==> config.mk <==
export PLATFORM = sky130hd
export DESIGN_NAME = conv_enc_framer_k3
export DESIGN_NICKNAME = d
export VERILOG_FILES = /design/src/rtl/conv_enc_framer_k3.sv
export SDC_FILE = /design/constraint.sdc
export NUM_CORES = 1
export LEC_CHECK = 0
export CORE_ASPECT_RATIO = 2
export CORE_MARGIN = 8
export CORE_UTILIZATION = 35
export DETAILED_ROUTE_END_ITERATION = 16
export GPL_ROUTABILITY_DRIVEN = 1
export PLACE_DENSITY = 0.59
export SLEW_MARGIN = 20
export SYNTH_ARGS = -nofsm -noshare
export SYNTH_HDL_FRONTEND = slang
export SYNTH_SLANG_ARGS = --single-unit
==> constraint.sdc <==
create_clock -name clk -period 3.3 [get_ports clk]
set_input_delay 0.66 -clock clk [delete_from_list [all_inputs] [get_ports clk]]
set_output_delay 0.66 -clock clk [all_outputs]
set_load 0.005 [all_outputs]
==> src/rtl/conv_enc_framer_k3.sv <==
// Rate-1/2, K=3 convolutional encoder with frame control: FRAME_LEN data bits followed by
// two zero tail bits per frame, one 2-bit symbol per transfer, marked with SOF/EOF.
//
// state | meaning
// IDLE  | waiting for the first data bit of a frame
// DATA  | accepting data bits; bit_ct holds the number already taken
// TAIL  | flushing two zero bits so the trellis ends in state 00
module conv_enc_framer_k3 #(
    parameter int         FRAME_LEN = 256,
    parameter logic [2:0] G0        = 3'b111,
    parameter logic [2:0] G1        = 3'b101,
    parameter int         CT_W      = 16
) (
    input  logic            clk,
    input  logic            rst,
    input  logic            enable_encoder_i,
    input  logic            encoder_i,
    input  logic            enc_valid_i,
    output logic            enc_ready_o,
    output logic [1:0]      sym_o,
    output logic            sym_valid_o,
    input  logic            sym_ready_i,
    output logic            sof_o,
    output logic            eof_o,
    output logic            busy_o,
    output logic [CT_W-1:0] frame_ct_o
);

    localparam int BC_W = (FRAME_LEN > 1) ? $clog2(FRAME_LEN) : 1;
    localparam logic [BC_W-1:0] LAST_BIT = BC_W'(FRAME_LEN - 1);

    typedef enum logic [1:0] {
        IDLE = 2'd0,
        DATA = 2'd1,
        TAIL = 2'd2
    } state_t;

    state_t            state_q, state_d;
    logic [1:0]        sr_q, sr_d;
    logic [BC_W-1:0]   bit_ct_q, bit_ct_d;
    logic              tail_ct_q, tail_ct_d;
    logic [1:0]        sym_q, sym_d;
    logic              sym_valid_q, sym_valid_d;
    logic              sof_q, sof_d;
    logic              eof_q, eof_d;
    logic [CT_W-1:0]   frame_ct_q, frame_ct_d;

    logic slot_free;
    logic accept;

    // Symbol is {c0, c1}; tap order is {current bit, sr[1], sr[0]}.
    function automatic logic [1:0] encode(input logic b, input logic [1:0] sr);
        encode = {^(G0 & {b, sr}), ^(G1 & {b, sr})};
    endfunction

    assign slot_free   = !sym_valid_q || sym_ready_i;
    assign enc_ready_o = !rst && enable_encoder_i && (state_q != TAIL) && slot_free;
    assign accept      = enc_valid_i && enc_ready_o;

    always_comb begin
        state_d     = state_q;
        sr_d        = sr_q;
        bit_ct_d    = bit_ct_q;
        tail_ct_d   = tail_ct_q;
        sym_d       = sym_q;
        sym_valid_d = sym_valid_q;
        sof_d       = sof_q;
        eof_d       = eof_q;
        frame_ct_d  = frame_ct_q;

        if (slot_free) begin
            sym_valid_d = 1'b0;
            sof_d       = 1'b0;
            eof_d       = 1'b0;
        end

        unique case (state_q)
            IDLE: begin
                if (accept) begin
                    sym_d       = encode(encoder_i, sr_q);
                    sym_valid_d = 1'b1;
                    sof_d       = 1'b1;
                    sr_d        = {encoder_i, sr_q[1]};
                    if (FRAME_LEN == 1) begin
                        state_d  = TAIL;
                        bit_ct_d = '0;
                    end else begin
                        state_d  = DATA;
                        bit_ct_d = BC_W'(1);
                    end
                end
            end
            DATA: begin
                if (accept) begin
                    sym_d       = encode(encoder_i, sr_q);
                    sym_valid_d = 1'b1;
                    sr_d        = {encoder_i, sr_q[1]};
                    if (bit_ct_q == LAST_BIT) begin
                        state_d  = TAIL;
                        bit_ct_d = '0;
                    end else begin
                        bit_ct_d = bit_ct_q + 1'b1;
                    end
                end
            end
            TAIL: begin
                if (slot_free) begin
                    sym_d       = encode(1'b0, sr_q);
                    sym_valid_d = 1'b1;
                    sr_d        = {1'b0, sr_q[1]};
                    if (tail_ct_q) begin
                        eof_d      = 1'b1;
                        frame_ct_d = frame_ct_q + 1'b1;
                        tail_ct_d  = 1'b0;
                        state_d    = IDLE;
                    end else begin
                        tail_ct_d  = 1'b1;
                    end
                end
            end
            default: state_d = IDLE;
        endcase
    end

    always_ff @(posedge clk) begin
        if (rst) begin
            state_q     <= IDLE;
            sr_q        <= 2'b00;
            bit_ct_q    <= '0;
            tail_ct_q   <= 1'b0;
            sym_q       <= 2'b00;
            sym_valid_q <= 1'b0;
            sof_q       <= 1'b0;
            eof_q       <= 1'b0;
            frame_ct_q  <= '0;
        end else begin
            state_q     <= state_d;
            sr_q        <= sr_d;
            bit_ct_q    <= bit_ct_d;
            tail_ct_q   <= tail_ct_d;
            sym_q       <= sym_d;
            sym_valid_q <= sym_valid_d;
            sof_q       <= sof_d;
            eof_q       <= eof_d;
            frame_ct_q  <= frame_ct_d;
        end
    end

    assign sym_o       = sym_q;
    assign sym_valid_o = sym_valid_q;
    assign sof_o       = sof_q;
    assign eof_o       = eof_q;
    assign busy_o      = (state_q != IDLE);
    assign frame_ct_o  = frame_ct_q;

endmodule

-- Word level (Yosys, flattened, before mapping)
Index checks and enable logic that the tools add are counted.
- equality and inequality tests: 10
- reduce and logical (&&, ||, !) cells: 21
- muxes and demuxes: 28
- $add $sub $neg: 2
- operator list (cell ; number):
    $mux W8 ; 3
    $mux W2 ; 9
    $add A16 B1 Y16 const B ; 1
    $pmux W8 S2 ; 1
    $ne A2 B2 Y1 const B ; 6
    $reduce_xor A3 Y1 ; 4
    $mux W1 ; 11
    $reduce_and A3 Y1 ; 3
    $add A8 B1 Y8 const B ; 1
    $eq A8 B8 Y1 const B ; 1
    $pmux W2 S2 ; 2
    $pmux W2 S3 ; 1
    $reduce_bool A2 Y1 ; 3
    $reduce_and A5 Y1 ; 1
    $logic_and A1 B1 Y1 ; 4
    $eq A2 B1 Y1 const B ; 1
    $eq A2 B2 Y1 const B ; 1
    $logic_not A1 Y1 ; 2
    $logic_not A2 Y1 ; 1
    $ne A2 B1 Y1 const B ; 1
    $pmux W1 S2 ; 1
    $reduce_and A2 Y1 ; 1
    $reduce_or A2 Y1 ; 1
    $logic_or A1 B1 Y1 ; 1
- bits in registers: 34
- input port bits: 6
- output and inout port bits: 23
- word-level logic and storage cells: 70

-- Longest topological paths before layout
- depth after elaboration: 7
- mapped depth: 6
- gate-level depth less buffers: 5

-- Worst setup path before layout
No wires, ideal clock.
- kind: input -> register
- start point: input sym_ready_i
- end point: register frame_ct_q[15], in the netlist frame_ct_o[15]
- stages: 6
- buffers on the path: 2
- required time: 3230 ps
- slack: 1159 ps
- data arrival time: 2070 ps
- cell sequence: nor2b_1 > buf_2 > or4_1 > buf_2 > or4_1 > a21oi_1
- word-level cells in the longest chain between the ends: 2
- RTL lines (element ; RTL line ; source):
    from (decl) ; 22 ; input logic sym_ready_i,
    $logic_or A1 B1 Y1 ; 56 ; assign slot_free = !sym_valid_q || sym_ready_i;
    $reduce_and A3 Y1 (no source line) ; n/a ;
    to (signal assigned) ; 145 ; frame_ct_q <= frame_ct_d;
    to (decl) ; 46 ; logic [CT_W-1:0] frame_ct_q, frame_ct_d;
No other way between the ends.
A chain may end at the register's enable or synchronous reset.

-- Worst setup path after layout
- start point: input rst
- end point: output enc_ready_o
- word-level cells in the longest chain between the ends: 4
- RTL lines (element ; RTL line ; source):
    from (decl) ; 15 ; input logic rst,
    $logic_not A1 Y1 ; 57 ; assign enc_ready_o = !rst && enable_encoder_i && (state_q != TAIL) && slot_free;
    $logic_and A1 B1 Y1 (3 in series) ; 57 ;
    to (decl) ; 19 ; output logic enc_ready_o,
No other way between the ends.

==> results.toml <==
[status]
run_status = "finished clean"

[final_layout]
drive_gt1_share_pct = 7.59
flow.area_growth_from_synthesis_pct = 28.5
fin_util_pct = 45.7
seq_area_um2 = 681
fillCellCount = 450
final_nets = 231
layoutNonFillerInstCount = 279
footprint_of_the_multi_input_gates_um2 = 875
final_area_um2 = 2060
antenna_cells = 0

[synth]
netlist_area_um2 = 1600
synth.yosys.seq_area_share_pct = 42.5
postSynthAreaPerCell_um2 = 8.39
ys_seq_elements = 34
yosysWarningCount = 0
syn_inst = 191
synth-edff-count = 0
synth_cell_type_count = 41
synth_fp_nets = 199
synth_flop_cell = "sky130_fd_sc_hd__dfxtp_1"
async_s_r_ff_share_synth_pct = 0

[place]
finalWeightedCongestion = 0.867
buffer_ports.inserted = 28
detailed_place.area_um2 = 1960
dp_hpwl_um = 2860
place_inst = 271

[timing]
timing.fmax_mhz = 370
post-route-min-period_ns = 2.70
rsz0062_at_grt = "false"
final.hold.worst_slack_ns = 0.458
timing.clock.skew_ns = 0.00703
timing.final.crit_share_pct = 81.9
timing_max_transition_violations_final = 0
timing_worst_slew_pin_value_ns = 0.388
setup_viol = 0
hold_viol = 0
slew-limit-headroom_pct = 74.0
timing.setup.tns_ns = 0

[floorplanning]
die-area_um2 = 7130
die_height_um = 112
design.core.area_um2 = 4510
core.rowCount = 35
die_width_um = 63.9
floorplan.initialDensity_pct = 35.5
boundaryPins = 29

[route]
detail_route.drc_violations = 0
antenna_violating_nets_post_route = 0
wl_um = 4020
number_of_drc_markers_in_iteration_0 = 43
post_drt_wl_per_cell_um = 14.4
first_pass_iters = 4
viasPerCell = 5.53
vias = 1543

[grt]
global_route.usage.total_pct = 11.3
grt_max_degree = 21
vias_in_the_first_global_route = 1449
grt_first_pass_wirelength_um = 6710
antenna_found_initial = 0
global_route.overflow_total = 0

[job]
cap_violations = 0

[worst_hold_path]
holdCritPathClass = "reg2reg"
worst_hold_path.num_cells = 2

[clock_tree]
cts.path.max_buffers = 2
insertion_delay_ns = 0.28
clkTransAtPathRegs_ns = 0.07
tritoncts.num_buffers = 5
htree_num_levels = 2
post_cts_buffers = 0
ctsHoldBuffers = 0
clk_root_buffer_cell = "sky130_fd_sc_hd__clkbuf_8"
postCtsResizedCells = 0
cts.sink_count = 34
clock_tree_from_tritoncts = "built"

[setup_path]
setup.reg_to_reg.worst_slack_ns = 1.17
timing.critical_path.arrival_ns = 2.04
timing_worst_setup_path_type = "in2out"
worst-endpoint-required_ns = 2.64
critical-path-slowest-cell = "sky130_fd_sc_hd__clkdlybuf4s50_1"
cp_slowest_stage_delay_ns = 0.60
crit-reg2reg-capture = "frame_ct_o[15]"
r2r-start = "state_q[0]"
critical_path.startpoint_type = "input port"
largest_fanout_of_any_net_on_the_critical_path = 10
critical-path-top-delay-family = "buffers and inverters"
critical_path_buffer_and_inverter_count = 2
crit_path_frequent_cell = "sky130_fd_sc_hd__clkdlybuf4s50_1"
crit_path_capture_type = "output port"
timing.reg2reg.worst_path_depth = 4
crit_chain = "clkdlybuf4s50_1, nor3_1, clkdlybuf4s50_1"

[power]
total_leakage_power_nw = 0.684
power.ir.vdd_worst_mv = 0.238
power_density_over_cell_area_nw_per_um2 = 382
[cell families (layout without fill, tap and decap cells)]
family,after synthesis,in the layout,share of synthesized area (%)
buf+inv,12,45,2.97
flops,34,34,42.5
fa+ha+maj,2,2,1.56
simple gates,86,86,28.6
compound gates,47,47,18.0
xor+xnor,9,9,5.78
mux,1,1,0.625
[synth_stat cells, types with 3 or more instances]
cell / instances / area share [%]
sky130_fd_sc_hd__dfxtp_1: 34 / 42
sky130_fd_sc_hd__nor2_1: 17 / 4.0
sky130_fd_sc_hd__a21oi_1: 16 / 5.0
sky130_fd_sc_hd__nand2_1: 15 / 3.5
sky130_fd_sc_hd__nand3_1: 10 / 3.1
sky130_fd_sc_hd__o21ai_0: 10 / 3.1
sky130_fd_sc_hd__nand4_1: 8 / 3.1
sky130_fd_sc_hd__clkbuf_1: 7 / 1.6
sky130_fd_sc_hd__or4_1: 6 / 2.8
sky130_fd_sc_hd__nor3_1: 5 / 1.6
sky130_fd_sc_hd__o31ai_1: 5 / 2.3
sky130_fd_sc_hd__or3_1: 5 / 2.0
sky130_fd_sc_hd__xnor2_1: 5 / 2.7
sky130_fd_sc_hd__and3_1: 4 / 1.6
sky130_fd_sc_hd__nor4_1: 4 / 1.6
sky130_fd_sc_hd__xor2_1: 3 / 1.6
[metrics by stage]
step           power [mW]  setup WS (ns)
6_report            0.786          0.597
5_1_grt             0.816          0.474
4_1_cts             0.796          0.600
3_5_place_dp        0.475          0.602
3_3_place_gp        0.474          0.613
2_1_floorplan       0.451           1.16
[how the worst max path moves through the flow]
stage | end | start | depth (start not counted)
floorplan | frame_ct_o[15] | sym_ready_i | 6
global placement | enc_ready_o | rst | 3
detailed placement | enc_ready_o | rst | 3
CTS | enc_ready_o | rst | 3
global route | enc_ready_o | rst | 3
finish | enc_ready_o | rst | 3
[tightest hold or removal path: stages (launching register included)]
cell,delay (ns)
sky130_fd_sc_hd__dfxtp_1,0.31
sky130_fd_sc_hd__nand2_1,0.05
sky130_fd_sc_hd__a21oi_1,0.05
[routing by layer]
metal,global-route usage [%],vias to the layer above,wire [um]
met5,0,-,0
met4,4.35,0,46
met3,4.32,4,313
met2,16.6,51,1820
met1,14.3,717,1840
li1,-,771,-
[registers in the layout (all words and copies together) (netlist names), named ones only]
register,count
bit_ct_q,8
frame_ct_o,16
sof_o,1
sr_q,2
state_q,2
sym_o,2
sym_valid_o,1
tail_ct_q,1
[layout make-up]
type                    instances  share of cell area [%]
multi-input cells             145                    42.5
flip-flops and latches         34                    33.0
clock buffers                   6                    4.01
repair buffers                 35                    16.2
well taps                      55                    3.34
clock inverters                 2                   0.608
inverters                       2                   0.365
[power breakdown]
group	switching (mW)	total, mW	internal, mW
registers	0.00419	0.418	0.414
clock network	0.153	0.321	0.168
logic	0.0239	0.0473	0.0234
[cells in the final DEF (no fill, tap or decap), types with 2 or more instances in the layout]
cell	netlist	final
sky130_fd_sc_hd__a21oi_1	16	16
sky130_fd_sc_hd__a22oi_1	2	2
sky130_fd_sc_hd__a311oi_1	2	2
sky130_fd_sc_hd__a31oi_1	2	2
sky130_fd_sc_hd__and2_1	2	2
sky130_fd_sc_hd__and3_1	4	4
sky130_fd_sc_hd__buf_4	0	7
sky130_fd_sc_hd__clkbuf_8	0	6
sky130_fd_sc_hd__clkdlybuf4s50_1	0	28
sky130_fd_sc_hd__dfxtp_1	34	34
sky130_fd_sc_hd__ha_1	2	2
sky130_fd_sc_hd__inv_1	2	2
sky130_fd_sc_hd__nand2_1	15	15
sky130_fd_sc_hd__nand2b_1	2	2
sky130_fd_sc_hd__nand3_1	10	10
sky130_fd_sc_hd__nand3b_1	2	2
sky130_fd_sc_hd__nand4_1	8	8
sky130_fd_sc_hd__nor2_1	17	17
sky130_fd_sc_hd__nor2b_1	2	2
sky130_fd_sc_hd__nor3_1	5	5
sky130_fd_sc_hd__nor4_1	4	4
sky130_fd_sc_hd__o211ai_1	2	2
sky130_fd_sc_hd__o21ai_0	10	10
sky130_fd_sc_hd__o22ai_1	2	2
sky130_fd_sc_hd__o31ai_1	5	5
sky130_fd_sc_hd__or3_1	5	5
sky130_fd_sc_hd__or4_1	6	6
sky130_fd_sc_hd__xnor2_1	5	5
sky130_fd_sc_hd__xor2_1	3	3
Note: power is estimated with default switching activity, not from simulation.
